$ cat config.mk
export PLATFORM = sky130hd
export DESIGN_NAME = circle_raster_param
export DESIGN_NICKNAME = d
export VERILOG_FILES = /design/src/rtl/circle_raster_param.sv
export SDC_FILE = /design/constraint.sdc
export NUM_CORES = 1
export LEC_CHECK = 0
export ABC_AREA = 1
export CAP_MARGIN = 10
export CELL_PAD_IN_SITES_DETAIL_PLACEMENT = 1
export CELL_PAD_IN_SITES_GLOBAL_PLACEMENT = 1
export CORE_MARGIN = 2
export CORE_UTILIZATION = 41
export CTS_CLUSTER_DIAMETER = 30
export CTS_CLUSTER_SIZE = 16
export DETAILED_ROUTE_END_ITERATION = 16
export PLACE_DENSITY = 0.81
export SETUP_SLACK_MARGIN = 0.5
export SLEW_MARGIN = 10
export SYNTH_ARGS = -nofsm -noshare
export SYNTH_HDL_FRONTEND = slang
export SYNTH_SLANG_ARGS = --single-unit
export TNS_END_PERCENT = 5
$ cat constraint.sdc
create_clock -name clk -period 4.95 [get_ports clk]
set_clock_uncertainty 0.2 [all_clocks]
set_input_delay 0.99 -clock clk [delete_from_list [all_inputs] [get_ports clk]]
set_output_delay 0.99 -clock clk [all_outputs]
set_load 0.02 [all_outputs]
$ cat src/rtl/circle_raster_param.sv
// circle_raster_param: midpoint circle rasteriser with outline and span-fill modes.
// It emits clipped linear frame-buffer addresses on a valid/ready stream.
`default_nettype none

module circle_raster_param #(
    parameter int SCREEN_W = 640,
    parameter int SCREEN_H = 480,
    parameter int XW       = 10,
    parameter int YW       = 9,
    parameter int ADDR_W   = 19
) (
    input  logic              clk,
    input  logic              n_rst,
    input  logic              start,
    input  logic [XW-1:0]     cx,
    input  logic [YW-1:0]     cy,
    input  logic [XW-1:0]     radius,
    input  logic              fill,
    output logic              busy,
    output logic              pix_valid,
    input  logic              pix_ready,
    output logic [ADDR_W-1:0] pix_addr,
    output logic              done
);

    localparam int IW = XW + 3;
    localparam int CW = ((XW > YW) ? XW : YW) + 3;

    typedef logic signed [IW-1:0] int_t;
    typedef logic signed [CW-1:0] crd_t;

    typedef enum logic [2:0] {
        S_IDLE = 3'd0,
        S_INIT = 3'd1,
        S_EMIT = 3'd2,
        S_STEP = 3'd3,
        S_DONE = 3'd4
    } state_t;

    state_t        state_q;
    logic [XW-1:0] cx_q, r_q;
    logic [YW-1:0] cy_q;
    logic          fill_q;
    int_t          x_q, y_q, d_q;
    int_t          x_d, y_d, d_d;
    logic [2:0]    sel_q, sel_d;
    crd_t          pos_q, pos_d;
    logic [CW-1:0] px_q, py_q;
    crd_t          px_d, py_d;
    logic          vis_d, last_w, adv_w;
    logic          busy_q, valid_q, done_q;
    crd_t          w_cx, w_cy, sx, sy;

    assign w_cx = crd_t'(cx_q);
    assign w_cy = crd_t'(cy_q);

    // Outline slot order: four (+-x,+-y) octants, then the four (+-y,+-x) octants.
    function automatic crd_t f_out_px(input logic [2:0] s, input crd_t c, input crd_t x, input crd_t y);
        if (s[2]) return s[0] ? c - y : c + y;
        return s[0] ? c - x : c + x;
    endfunction

    function automatic crd_t f_out_py(input logic [2:0] s, input crd_t c, input crd_t x, input crd_t y);
        if (s[2]) return s[1] ? c - x : c + x;
        return s[1] ? c - y : c + y;
    endfunction

    function automatic crd_t f_row(input logic [1:0] k, input crd_t c, input crd_t x, input crd_t y);
        if (k[1]) return k[0] ? c - x : c + x;
        return k[0] ? c - y : c + y;
    endfunction

    function automatic crd_t f_lo(input logic [1:0] k, input crd_t c, input crd_t x, input crd_t y);
        return k[1] ? c - y : c - x;
    endfunction

    function automatic crd_t f_hi(input logic [1:0] k, input crd_t c, input crd_t x, input crd_t y);
        return k[1] ? c + y : c + x;
    endfunction

    always_comb begin
        x_d = x_q + int_t'(1);
        if (d_q[IW-1]) begin
            d_d = d_q + (x_q <<< 1) + int_t'(3);
            y_d = y_q;
        end else begin
            d_d = d_q + ((x_q - y_q) <<< 1) + int_t'(5);
            y_d = y_q - int_t'(1);
        end

        // The slot to present next depends on where we enter it from.
        sx    = crd_t'(x_q);
        sy    = crd_t'(y_q);
        sel_d = sel_q + 3'd1;
        pos_d = pos_q;
        case (state_q)
            S_INIT: begin
                sx    = '0;
                sy    = crd_t'(r_q);
                sel_d = 3'd0;
                pos_d = w_cx;
            end
            S_STEP: begin
                sx    = crd_t'(x_d);
                sy    = crd_t'(y_d);
                sel_d = 3'd0;
                pos_d = f_lo(2'd0, w_cx, crd_t'(x_d), crd_t'(y_d));
            end
            default: begin
                if (fill_q) begin
                    if (pos_q == f_hi(sel_q[1:0], w_cx, sx, sy)) begin
                        pos_d = f_lo(sel_d[1:0], w_cx, sx, sy);
                    end else begin
                        sel_d = sel_q;
                        pos_d = pos_q + crd_t'(1);
                    end
                end
            end
        endcase

        px_d   = fill_q ? pos_d : f_out_px(sel_d, w_cx, sx, sy);
        py_d   = fill_q ? f_row(sel_d[1:0], w_cy, sx, sy) : f_out_py(sel_d, w_cy, sx, sy);
        vis_d  = !px_d[CW-1] && (px_d < crd_t'(SCREEN_W)) &&
                 !py_d[CW-1] && (py_d < crd_t'(SCREEN_H));
        last_w = fill_q ? ((sel_q[1:0] == 2'd3) &&
                           (pos_q == f_hi(2'd3, w_cx, crd_t'(x_q), crd_t'(y_q))))
                        : (sel_q == 3'd7);
        adv_w  = !valid_q || pix_ready;
    end

    always_ff @(posedge clk or negedge n_rst) begin
        if (!n_rst) begin
            state_q <= S_IDLE;
            cx_q    <= '0;
            cy_q    <= '0;
            r_q     <= '0;
            fill_q  <= 1'b0;
            x_q     <= '0;
            y_q     <= '0;
            d_q     <= '0;
            sel_q   <= '0;
            pos_q   <= '0;
            px_q    <= '0;
            py_q    <= '0;
            busy_q  <= 1'b0;
            valid_q <= 1'b0;
            done_q  <= 1'b0;
        end else begin
            case (state_q)
                S_IDLE: begin
                    if (start) begin
                        cx_q    <= cx;
                        cy_q    <= cy;
                        r_q     <= radius;
                        fill_q  <= fill;
                        busy_q  <= 1'b1;
                        state_q <= S_INIT;
                    end
                end
                S_INIT: begin
                    x_q     <= '0;
                    y_q     <= int_t'(r_q);
                    d_q     <= int_t'(1) - int_t'(r_q);
                    sel_q   <= sel_d;
                    pos_q   <= pos_d;
                    px_q    <= px_d;
                    py_q    <= py_d;
                    valid_q <= vis_d;
                    state_q <= S_EMIT;
                end
                S_EMIT: begin
                    if (adv_w) begin
                        if (last_w) begin
                            valid_q <= 1'b0;
                            state_q <= S_STEP;
                        end else begin
                            sel_q   <= sel_d;
                            pos_q   <= pos_d;
                            px_q    <= px_d;
                            py_q    <= py_d;
                            valid_q <= vis_d;
                        end
                    end
                end
                S_STEP: begin
                    x_q <= x_d;
                    y_q <= y_d;
                    d_q <= d_d;
                    if (x_d <= y_d) begin
                        sel_q   <= sel_d;
                        pos_q   <= pos_d;
                        px_q    <= px_d;
                        py_q    <= py_d;
                        valid_q <= vis_d;
                        state_q <= S_EMIT;
                    end else begin
                        done_q  <= 1'b1;
                        state_q <= S_DONE;
                    end
                end
                S_DONE: begin
                    done_q  <= 1'b0;
                    busy_q  <= 1'b0;
                    state_q <= S_IDLE;
                end
                default: state_q <= S_IDLE;
            endcase
        end
    end

    assign busy      = busy_q;
    assign pix_valid = valid_q;
    assign done      = done_q;
    assign pix_addr  = ADDR_W'(py_q) * ADDR_W'(SCREEN_W) + ADDR_W'(px_q);

endmodule

`default_nettype wire

Word-level counts from Yosys, hierarchy flattened
Cells that the tools add are included.
- bits in registers: 117
- logic and storage cells: 136
- input port bits: 34
- output and inout port bits: 22
- bits in read-only memories: 0
- memories kept: 0
- memory bits (writable): 0
- bits in latches: 0
- multipliers: 1
- $lt $le $gt $ge: 3
- div/mod/pow operators: 0
- shifts and indexed selects: 0
- add/subtract/negate cells: 24
- eq/ne operators: 14
- bitwise operators: 0
- muxes and demuxes: 59
- reductions and logical operators: 20
- operators with widths (cell ; count):
    $mux W13 ; 29
    $pmux W13 S3 ; 3
    $pmux W13 S2 ; 4
    $sub A11 B13 Y13 ; 5
    $add A11 B13 Y13 ; 4
    $mux W3 ; 10
    $add A10 B13 Y13 ; 2
    $add A13 B13 Y13 ; 2
    $add A13 B2 Y13 const B ; 2
    $eq A13 B13 Y1 ; 2
    $sub A10 B13 Y13 ; 2
    $add A19 B13 Y19 ; 1
    $add A13 B3 Y13 const B ; 1
    $add A13 B4 Y13 const B ; 1
    $le A13 B13 Y1 ; 1
    $lt A13 B10 Y1 const B ; 1
    $lt A13 B11 Y1 const B ; 1
    $mul A13 B3 Y12 const B ; 1
    $sub A13 B2 Y13 const B ; 1
    $ne A2 B2 Y1 const B ; 6
    $pmux W3 S4 ; 1
    $sub A12 B12 Y12 ; 1
    $sub A1 B10 Y11 const A ; 1
    $pmux W3 S3 ; 1
    18 further kinds ; 38

Longest topological paths before layout
Gate-level depths: netlist of run 1.
- depth after elaboration: 17
- depth in mapped cells: 46
- depth with buffers taken out: 45

Worst setup path before layout of run 1
OpenSTA, ideal clock, no wires.
- kind: reg2reg
- start: register cx_q[1]
- end: register px_q[12]
- data required time: 4.618 ns
- cell stages (with the launch flop): 43
- path slack: -0.369 ns
- clock period less this slack: 5.319 ns
- arrival time: 4.987 ns
- path buffers: 2
- cells stage by stage: dfrtp_1 inv_1 fa_1 inv_1 nand3_1 nand2_1 nand2_1 nand2_1 nand2_1 nand2_1 nand2_1 nand3_1 nand2_1 clkinv_1 nand2_1 nor2_1 nand3_4 nand2_4 [7 not listed] o21ai_0 fa_1 inv_1 o31ai_1 nand3_1 nand2_1 nand3_1 nand2_1 and2_1 nor2_1 o21ai_0 inv_1 nor2_2 nand2_1 nand2_1 nand2_1 a21oi_2 o21ai_1
- word-level cells in the longest chain between the ends: 13
- elaborated cells between the ends (all ways): 33
- RTL lines (what ; line ; source):
    start: declaration ; 41 ; logic [XW-1:0] cx_q, r_q;
    start signal: assignment ; 134 ; cx_q <= '0;
    start signal: assignment ; 152 ; cx_q <= cx;
    $add A11 B13 Y13, on equally long branches ; -- ;
    $mux W13 ; 78 ; return k[1] ? c + y : c + x;
    $eq A13 B13 Y1 ; 111 ; if (pos_q == f_hi(sel_q[1:0], w_cx, sx, sy)) begin
    $mux W3 ; 111 ;
    $mux W3 ; 110 ; if (fill_q) begin
    $mux W3 ; 96 ; case (state_q)
    $mux W13 (2 in a row) ; 59 ; if (s[2]) return s[0] ? c - y : c + y;
    $mux W13 ; 60 ; return s[0] ? c - x : c + x;
    $mux W13 ; 121 ; px_d = fill_q ? pos_d : f_out_px(sel_d, w_cx, sx, sy);
    $mux W13 ; 173 ; if (last_w) begin
    $mux W13 ; 172 ; if (adv_w) begin
    $pmux W13 S3 ; 149 ; case (state_q)
    end signal: assignment ; 166 ; px_q <= px_d;
    end signal: assignment ; 179 ; px_q <= px_d;
    end signal: assignment ; 192 ; px_q <= px_d;
    end: declaration ; 48 ; logic [CW-1:0] px_q, py_q;
Parallel ways exist; a longest one is shown, timed or not. The select of a mux whose other input is x is not followed.
A chain may end at the register's enable or synchronous reset.

Worst setup path after layout of run 1
- start: register y_q[5]
- end: register valid_q, in the netlist pix_valid
- word-level cells in the longest chain between the ends: 17
- elaborated cells between the ends (all ways): 51
- RTL lines (what ; line ; source):
    start: declaration ; 44 ; int_t x_q, y_q, d_q;
    start signal: assignment ; 162 ; y_q <= int_t'(r_q);
    start signal: assignment ; 187 ; y_q <= y_d;
    parallel branches: the longest is 17 deep, another holds $sub A13 B2 Y13 ; -- ;
    end signal: assignment ; 168 ; valid_q <= vis_d;
    end signal: assignment ; 181 ; valid_q <= vis_d;
    end signal: assignment ; 194 ; valid_q <= vis_d;
    end: declaration ; 51 ; logic busy_q, valid_q, done_q;
Several ways; the timed one is not identified. The select of a mux whose other input is x is not followed.

==> results.sh, run 1 <==
export IMPL_status="finished with violations"
export IMPL_failed_checks="negative setup slack"
export IMPL_cp_startpoint="y_q[5]"
export IMPL_max_slew_margin_rel=0.2690
export IMPL_setup_viol=10
export IMPL_die_area_mm2=0.03938
export IMPL_chipWidth_um=198.4
export IMPL_async_flop_share=1.000
export IMPL_overflow=0
export IMPL_drt_antenna_violating_nets=0
export IMPL_syn2layout_area_growth_pct=25.21
export IMPL_cp_max_fo=7
export IMPL_cp_common_cell="nand2_1"
export IMPL_gp_congestion=0.9895
export IMPL_grt_pass1_wl_um=104900
export IMPL_remaining_drc_errors=0
export IMPL_grtUsageTotal=0.3494
export IMPL_via_per_inst=5.702
export IMPL_yosys_most_used_dff="dfrtp_1"
export IMPL_avgSynthCellArea_um2=6.480
export IMPL_synth_seq_cells=116
export IMPL_layout_drive_gt1_share=0.1779
export IMPL_grt_pass1_vias=18530
export IMPL_syn_num_nets=2626
export IMPL_hold_slack_ns=0.3008
export IMPL_crit_path_top_delay_cell="dfrtp_1"
export IMPL_cts_root_buf="clkbuf_16"
export IMPL_fin_nets=2841
export IMPL_fin_tns_setup_ns=-3.096
export IMPL_setup_slack_ns=-0.4869
export IMPL_hp_class="register to register"
export IMPL_crit_path_start_kind="register"
export IMPL_rsz0062_at_grt="true"
export IMPL_timing_worst_setup_path_type="register to register"
export IMPL_cp_required_ns=5.14
export IMPL_pin_count=56
export IMPL_drv_cap=0
export IMPL_io_buffers=55
export IMPL_cts_htree_levels=4
export IMPL_die_height_um=198.4
export IMPL_antenna_found_initial=1
export IMPL_rrSetupSlack_ns=-0.49
export IMPL_grt_max_degree=70
export IMPL_rows=71
export IMPL_fin_util=0.5177
export IMPL_cts_tree="done"
export IMPL_wirelength_um=69380
export IMPL_worst_pin_slew_ns=1.096
export IMPL_hold_viol_final=0
export IMPL_ctsLongestPathBuffers=2
export IMPL_crit_path_max_incr_delay_ns=0.50
export IMPL_cts_clk_slew_worst_paths_ns=0.06
export IMPL_synth_edf_count=0
export IMPL_dp_hpwl_um=54040
export IMPL_ff2ff_path_depth=38
export IMPL_dr_total_vias=17850
export IMPL_dr_pass1_iters=6
export IMPL_arrival_ns=5.63
export IMPL_initial_core_util=0.4135
export IMPL_endpoint="pix_valid"
export IMPL_n_antenna_cell=0
export IMPL_core_area_mm2=0.03749
export IMPL_min_period_over_period=1.098
export IMPL_period_needed_ns=5.437
export IMPL_clkSinkCount=116
export IMPL_insertion_delay_ns=0.47
export IMPL_synthCells=2392
export IMPL_finalMaxSlewViolations=0
export IMPL_rr_endpoint="pix_valid"
export IMPL_timing_fmax_ghz=0.1839
export IMPL_crit_path_end_kind="register"
export IMPL_yosys_warnings=0
export IMPL_wl_per_cell_um=22.16
export IMPL_yosysSeqAreaShare=0.1873
export IMPL_ys_types=62
export IMPL_rr_startpoint="y_q[5]"
export IMPL_drt_iter0_drc=1178
export IMPL_synth_area_mm2=0.01550
export IMPL_numCtsBuffers=17
==> cells in the mapped netlist, drive strengths merged, types with 2 or more instances <==
cell    number  share of area
a211oi       2        0.00097
a21boi       3         0.0017
a21o         2        0.00097
a21oi      159          0.052
a22oi        5         0.0027
a31oi       19         0.0077
and2         3         0.0012
buf         43          0.016
clkbuf      31         0.0075
clkinv       5         0.0012
dfrtp      116           0.19
fa          14          0.018
ha         186           0.15
inv        339          0.082
mux2        12         0.0087
nand2      611           0.15
nand3      186          0.063
nand3b       5         0.0024
nand4       31          0.013
nor2       203          0.050
nor3        32          0.012
nor3b        2        0.00097
nor4         6         0.0024
o2111a       2         0.0015
o211ai      42          0.020
o21a         2        0.00097
o21ai      160          0.052
o21bai       6         0.0029
o221ai       2         0.0015
o22ai       12         0.0048
o311ai       2         0.0011
o31ai       11         0.0053
o32ai        4         0.0023
or2          9         0.0036
xnor2       29          0.016
xor2        91          0.051
==> worst min path at each step <==
| stage | start | to | slack, ns | depth (start not counted) |
|---|---|---|---|---|
| after floorplan | px_q[3] | px_q[3] | 0.25 | 2 |
| after global placement | px_q[3] | px_q[3] | 0.27 | 2 |
| after detailed placement | px_q[0] | px_q[0] | 0.28 | 2 |
| after CTS | py_q[10] | py_q[10] | 0.31 | 2 |
| after global routing | px_q[3] | px_q[3] | 0.33 | 2 |
| final | px_q[3] | px_q[3] | 0.30 | 2 |
==> logic make-up (layout without fill, tap and decap cells) <==
| family | after synthesis | in the layout | share of synthesized area |
|---|---|---|---|
| AO/OA/AOI/OAI | 435 | 435 | 0.1604 |
| XOR/XNOR | 120 | 120 | 0.06781 |
| adder cells (fa/ha/maj) | 200 | 200 | 0.1682 |
| buffers and inverters | 418 | 646 | 0.1070 |
| flip-flops | 116 | 116 | 0.1873 |
| multiplexers | 12 | 12 | 0.008718 |
| AND/OR/NAND/NOR | 1091 | 1091 | 0.3006 |
==> final cells by class <==
cell class	count	area, um2
Inverter	344	1309
Clock buffer	18	429.2
Multi-Input combinational cell	1858	11740
Timing Repair Buffer	270	2228
Sequential cell	116	2914
Tap cell	511	639.4
Clock inverter	14	152.6
Fill cell	5024	18080
==> cell usage in the layout (no fill, tap or decap), types with 11 or more instances in the layout <==
master           synthesis  routed
nand2_1                603     579
inv_1                  324     316
buf_4                   11     208
nor2_1                 197     172
ha_1                   186     164
nand3_1                180     154
a21oi_1                157     145
o21ai_0                138     116
dfrtp_1                116     107
xor2_1                  91      90
clkdlybuf4s50_1          0      47
o211ai_1                42      42
o21ai_1                 20      35
nand4_1                 31      31
nor3_1                  28      27
xnor2_1                 29      27
nor2_2                   6      26
nand2_2                  3      25
nand3_2                  4      25
inv_2                   14      20
ha_4                     0      19
a31oi_1                 19      18
clkbuf_16                0      17
a21oi_2                  1      12
mux2_2                  12      12
o22ai_1                 12      11
fa_1                    14      11
==> sequential cells by signal, summed over array words and instances (netlist names) <==
name       flops
px_q          13
y_q           13
d_q           13
cx_q          10
fill_q         1
busy           1
py_q          12
x_q           13
pix_valid      1
done           1
r_q           10
cy_q           9
pos_q         13
sel_q          3
state_q        3
==> worst max-delay path, delay by kind of cell, from the launching register on <==
kind | cells | cell delay, ns
simple gates | 24 | 2.39
fa+ha+maj | 2 | 0.50
buf+inv | 5 | 0.55
flops | 1 | 0.50
compound gates | 7 | 1.23
==> through the flow <==
stage	instance area (um2)	std cells	setup slack, ns
3_5_place_dp	17750	3061	-0.5564
6_report	19410	3131	-0.4869
5_1_grt	19410	3131	-0.7118
4_1_cts	18890	3119	-0.2290
3_3_place_gp	17750	3060	-0.2925
2_1_floorplan	15540	2392	0.01005
==> timing repair <==
item | in CTS | in global routing
gates resized for setup | 117 | 100
pin swaps | 47 | 44
setup endpoints to repair | 50 | 52
setup buffers | 26 | 12
hold buffers | 0 | 0
==> layer usage <==
layer	vias up	GRT usage	share of wire
li1	8307	-	-
met1	8784	0.4506	0.43
met5	-	0	0.00019
met3	177	0.05493	0.059
met4	2	0.1515	0.042
met2	584	0.5791	0.47
Power of run 1 is left out: the tool's default activity adds up to more than one toggle a clock period on the data nets, which glitch-free logic cannot reach.
==> run 2, diff against run 1 <==
- CORE_UTILIZATION: 41 -> 43
- DONT_BUFFER_PORTS: default -> 1
- PLACE_DENSITY: 0.81 -> 0.82
- clock period: 4.95 -> 4.9 ns (I/O delays scaled with it)
==> run 2 against run 1 <==
The flow still finishes with violations (negative setup slack). Routed wire length is 4.9% higher. Worst hold slack worse by 0.27 ns. Via count is 2.0% higher. Non-clock buffer count is 35 lower. Critical path depth is 2 higher. Die area is 4.6% lower. Critical path type unchanged. Largest cell class unchanged.
==> results.sh, run 2 (synthesized netlist as in run 1, its figures left out) <==
export IMPL_status="finished with violations"
export IMPL_failed_checks="negative setup slack"
export IMPL_max_slew_margin_rel=0.4048
export IMPL_dr_pass1_iters=6
export IMPL_core_area_mm2=0.03557
export IMPL_cts_root_buf="clkbuf_16"
export IMPL_chipWidth_um=193.9
export IMPL_ff2ff_path_depth=40
export IMPL_via_per_inst=5.973
export IMPL_antenna_found_initial=4
export IMPL_nFillCells=4684
export IMPL_cp_required_ns=5.09
export IMPL_mostFrequentLayoutCells="nand2_1, inv_1, buf_4"
export IMPL_final_area_mm2=0.01920
export IMPL_dp_slack_ns=-0.6373
export IMPL_cts_clk_slew_worst_paths_ns=0.07
export IMPL_finalMaxSlewViolations=0
export IMPL_ff_latch_area_mm2=0.002920
export IMPL_rrSetupSlack_ns=-0.67
export IMPL_cts_tree="done"
export IMPL_initial_core_util=0.4358
export IMPL_drv_cap=0
export IMPL_fin_nets=2807
export IMPL_pin_count=56
export IMPL_numCtsBuffers=17
export IMPL_layout_commonest_cell="nand2_1"
export IMPL_io_buffers=0
export IMPL_overflow=0
export IMPL_ctsLongestPathBuffers=2
export IMPL_drt_antenna_violating_nets=0
export IMPL_drt_iter0_drc=1523
export IMPL_wirelength_um=72770
export IMPL_worst_pin_slew_ns=0.8835
export IMPL_min_period_over_period=1.136
export IMPL_gp_congestion=1.018
export IMPL_multiInputGateArea_mm2=0.01203
export IMPL_rr_endpoint="pix_valid"
export IMPL_layout_drive_gt1_share=0.2022
export IMPL_rows=69
export IMPL_worst_path_buf_inv=5
export IMPL_postPlaceCellArea_mm2=0.01715
export IMPL_arrival_ns=5.76
export IMPL_dp_hpwl_um=54750
export IMPL_hold_viol_final=0
export IMPL_timing_worst_setup_path_type="register to register"
export IMPL_crit_path_start_kind="register"
export IMPL_syn2layout_area_growth_pct=23.89
export IMPL_wl_per_cell_um=23.86
export IMPL_setup_slack_ns=-0.6680
export IMPL_die_area_mm2=0.03758
export IMPL_clkSinkCount=116
export IMPL_insertion_delay_ns=0.46
export IMPL_setup_viol=17
export IMPL_grt_pass1_vias=18830
export IMPL_hp_class="primary input to asynchronous set/reset pin"
export IMPL_cts_htree_levels=4
export IMPL_remaining_drc_errors=0
export IMPL_dr_total_vias=18220
export IMPL_rr_startpoint="y_q[0]"
export IMPL_cp_max_fo=5
export IMPL_die_height_um=193.9
export IMPL_timing_fmax_ghz=0.1796
export IMPL_critPathTopFamily="simple AND/OR/NAND/NOR gates"
export IMPL_period_needed_ns=5.568
export IMPL_grt_max_degree=117
export IMPL_grt_pass1_wl_um=109200
export IMPL_fin_tns_setup_ns=-8.575
export IMPL_grtUsageTotal=0.3748
export IMPL_crit_path_top_delay_cell="dfrtp_1"
export IMPL_crit_path_end_kind="register"
export IMPL_rsz0062_at_grt="true"
export IMPL_crit_path_max_incr_delay_ns=0.45
==> run 2: cell count changes in the layout (fill, tap and decap cells not counted), sizes merged <==
cell / change
clkdlybuf4s50: -47
dlygate4sd2: -1
dlygate4sd3: +1
clkinvlp: +3
clkdlybuf4s15: -1
bufinv: -2
buf: +14
diode: +3
clkinv: +2
dlymetal6s2s: -1
inv: -3
nand2: +1
==> run 2: what timing repair did <==
action | CTS | global route
pin swaps | 70 | 52
gates resized for setup | 133 | 125
hold buffers | 1 | 0
cloned | 1 | 0
setup endpoints to repair | 50 | 51
endpoints found under the hold margin | 1 | 0
setup buffers | 42 | 11
==> run 2: final cells by class <==
class | count | area share
flip-flops and latches | 116 | 0.1521
repair buffers | 235 | 0.09454
well taps | 461 | 0.03004
multi-input cells | 1859 | 0.6264
diodes | 3 | 0.0003909
inverters | 344 | 0.06861
clock buffers | 18 | 0.02235
clock inverters | 14 | 0.005603
==> run 2: layer usage <==
metal	vias up	wire length, um	GRT usage
met5	-	9	0
met2	796	33870	0.6298
met1	8953	29700	0.4692
met3	236	5476	0.06627
met4	2	3713	0.1698
li1	8231	-	-
==> run 2: worst max path at each step <==
stage,startpoint,endpoint,slack (ns),depth (start not counted)
floorplan,y_q[0],px_q[12],-0.04,42
global placement,y_q[0],pix_valid,-0.31,38
detailed placement,cx_q[0],pix_valid,-0.64,39
CTS,y_q[0],pix_valid,-0.42,40
global route,cx_q[0],pix_valid,-0.92,42
finish,y_q[0],pix_valid,-0.67,40
==> run 2: worst reg2reg max path, delay by kind of cell (launching register included) <==
| kind | cells | cell delay (ns) |
|---|---|---|
| AO/OA/AOI/OAI | 5 | 0.93 |
| adder cells (fa/ha/maj) | 3 | 0.96 |
| buffers and inverters | 5 | 0.46 |
| flip-flops | 1 | 0.45 |
| AND/OR/NAND/NOR | 27 | 2.48 |
==> run 2: metrics by stage <==
stage	hold WS, ns	instances	utilization
final	0.02854	3050	0.5399
after global routing	0.02124	3049	0.5398
after CTS	0.0004643	3036	0.5201
after detailed placement	0.2884	2960	0.4821
after global placement	0.2857	2960	0.4821
after floorplan	0.2503	2392	-
Power of run 2 is left out for the same reason.
==> run 3, diff against run 2 <==
- CTS_CLUSTER_SIZE: 16 -> 20
- GPL_TIMING_DRIVEN: default -> 0
==> run 3 against run 2 <==
Die area stayed put. First-iteration DRC count is 0.20% higher. Critical endpoint unchanged. Largest cell class unchanged. Clock-buffer cell count stayed put. Worst hold slack worse by 0.0066 ns. Via count is 2.8% lower. Register-to-register slack worse by 0.27 ns. The run still ends with negative setup slack left. Final area is 0.83% lower. Fmax is 4.7% lower. Worst setup slack worse by 0.27 ns. Non-clock buffer count is 93 lower. Sequential share of layout area is 0.27 points higher.
==> results.sh, run 3 (synthesized netlist as in run 1, its figures left out) <==
export IMPL_status="finished with violations"
export IMPL_failed_checks="negative setup slack"
export IMPL_postPlaceCellArea_mm2=0.01612
export IMPL_nFillCells=4625
export IMPL_io_buffers=0
export IMPL_setup_viol=9
export IMPL_cts_clk_slew_worst_paths_ns=0.07
export IMPL_syn2layout_area_growth_pct=22.86
export IMPL_insertion_delay_ns=0.46
export IMPL_crit_path_max_incr_delay_ns=0.55
export IMPL_arrival_ns=6.03
export IMPL_timing_worst_setup_path_type="register to register"
export IMPL_drv_cap=0
export IMPL_grt_pass1_vias=17770
export IMPL_die_height_um=193.9
export IMPL_rows=69
export IMPL_wl_per_cell_um=24.23
export IMPL_crit_path_end_kind="register"
export IMPL_crit_path_start_kind="register"
export IMPL_grt_pass1_wl_um=105000
export IMPL_critPathTopFamily="simple AND/OR/NAND/NOR gates"
export IMPL_layout_drive_gt1_share=0.1918
export IMPL_drt_iter0_drc=1526
export IMPL_dr_pass1_iters=5
export IMPL_numCtsBuffers=17
export IMPL_chipWidth_um=193.9
export IMPL_fin_nets=2713
export IMPL_hp_class="primary input to asynchronous set/reset pin"
export IMPL_drt_antenna_violating_nets=0
export IMPL_worst_pin_slew_ns=0.8708
export IMPL_final_area_mm2=0.01904
export IMPL_cts_root_buf="clkbuf_16"
export IMPL_die_area_mm2=0.03758
export IMPL_cp_max_fo=10
export IMPL_setup_slack_ns=-0.9427
export IMPL_gp_congestion=0.9723
export IMPL_overflow=0
export IMPL_period_needed_ns=5.843
export IMPL_crit_path_top_delay_cell="o21ai_0"
export IMPL_dr_total_vias=17710
export IMPL_grtUsageTotal=0.3615
export IMPL_wirelength_um=71620
export IMPL_cts_tree="done"
export IMPL_pin_count=56
export IMPL_hold_viol_final=0
export IMPL_cts_htree_levels=4
export IMPL_max_slew_margin_rel=0.4195
export IMPL_finalMaxSlewViolations=0
export IMPL_rsz0062_at_grt="true"
export IMPL_cp_required_ns=5.09
export IMPL_remaining_drc_errors=0
export IMPL_via_per_inst=5.990
export IMPL_antenna_found_initial=5
export IMPL_timing_fmax_ghz=0.1712
export IMPL_dp_hpwl_um=52390
export IMPL_initial_core_util=0.4358
export IMPL_clkSinkCount=116
export IMPL_worst_path_buf_inv=4
export IMPL_layout_commonest_cell="nand2_1"
export IMPL_ctsLongestPathBuffers=2
export IMPL_hold_slack_ns=0.02194
export IMPL_mostFrequentLayoutCells="nand2_1, inv_1, nor2_1"
export IMPL_cts_hold_buf=0
export IMPL_grt_max_degree=117
export IMPL_min_period_over_period=1.192
export IMPL_core_area_mm2=0.03557
==> run 3: final cells by class <==
class	instances	area, um2	area share
Multi-Input combinational cell	1858	12400	0.6512
Sequential cell	116	2947	0.1547
Inverter	344	1325	0.06958
Tap cell	461	576.8	0.03029
Buffer	74	565.5	0.02970
Timing Repair Buffer	68	558.0	0.02930
Clock buffer	18	439.2	0.02306
Clock inverter	14	224.0	0.01176
Antenna cell	3	7.507	0.0003942
==> run 3: worst paths after layout <==
path / start / endpoint / slack, ns / cells past startpoint
worst min register to register: px_q[3] / px_q[3] / 0.31 / 2
worst max register to register: y_q[0] / pix_valid / -0.94 / 37
max in group asynchronous: n_rst / cx_q[5] / 4.10 / 0
worst min-delay path: n_rst / py_q[4] / 0.02 / 0
worst max-delay path: y_q[0] / pix_valid / -0.94 / 37
min in group clk: px_q[3] / px_q[3] / 0.31 / 2
==> run 3: metal layers <==
layer  vias up  GRT usage  wire length [um]  part of all wire
met2       702     0.5959             33000              0.46
met5         -          0                38           0.00053
met3       204    0.07323              5243             0.073
met4         6     0.1397              3106             0.043
met1      8749     0.4655             30230              0.42
li1       8045          -                 -                 -
==> run 3: what timing repair did <==
item | CTS | global route
endpoints found under the setup margin | 49 | 51
buffers inserted | 46 | 21
resized for setup | 232 | 181
cloned | 1 | 0
pin swaps | 65 | 90
hold endpoints to repair | 0 | 0
==> run 3: stage by stage <==
step	TNS (ns)	worst slack (ns)	utilization	cells
after floorplan	-0.07627	-0.03995	-	2392
after global placement	-40.79	-1.938	0.4532	2853
after detailed placement	-46.61	-2.167	0.4532	2853
after CTS	-2.509	-0.7481	0.5071	2932
after global routing	-6.240	-1.162	0.5354	2956
final	-4.275	-0.9427	0.5354	2956
Power of run 3 is left out for the same reason.
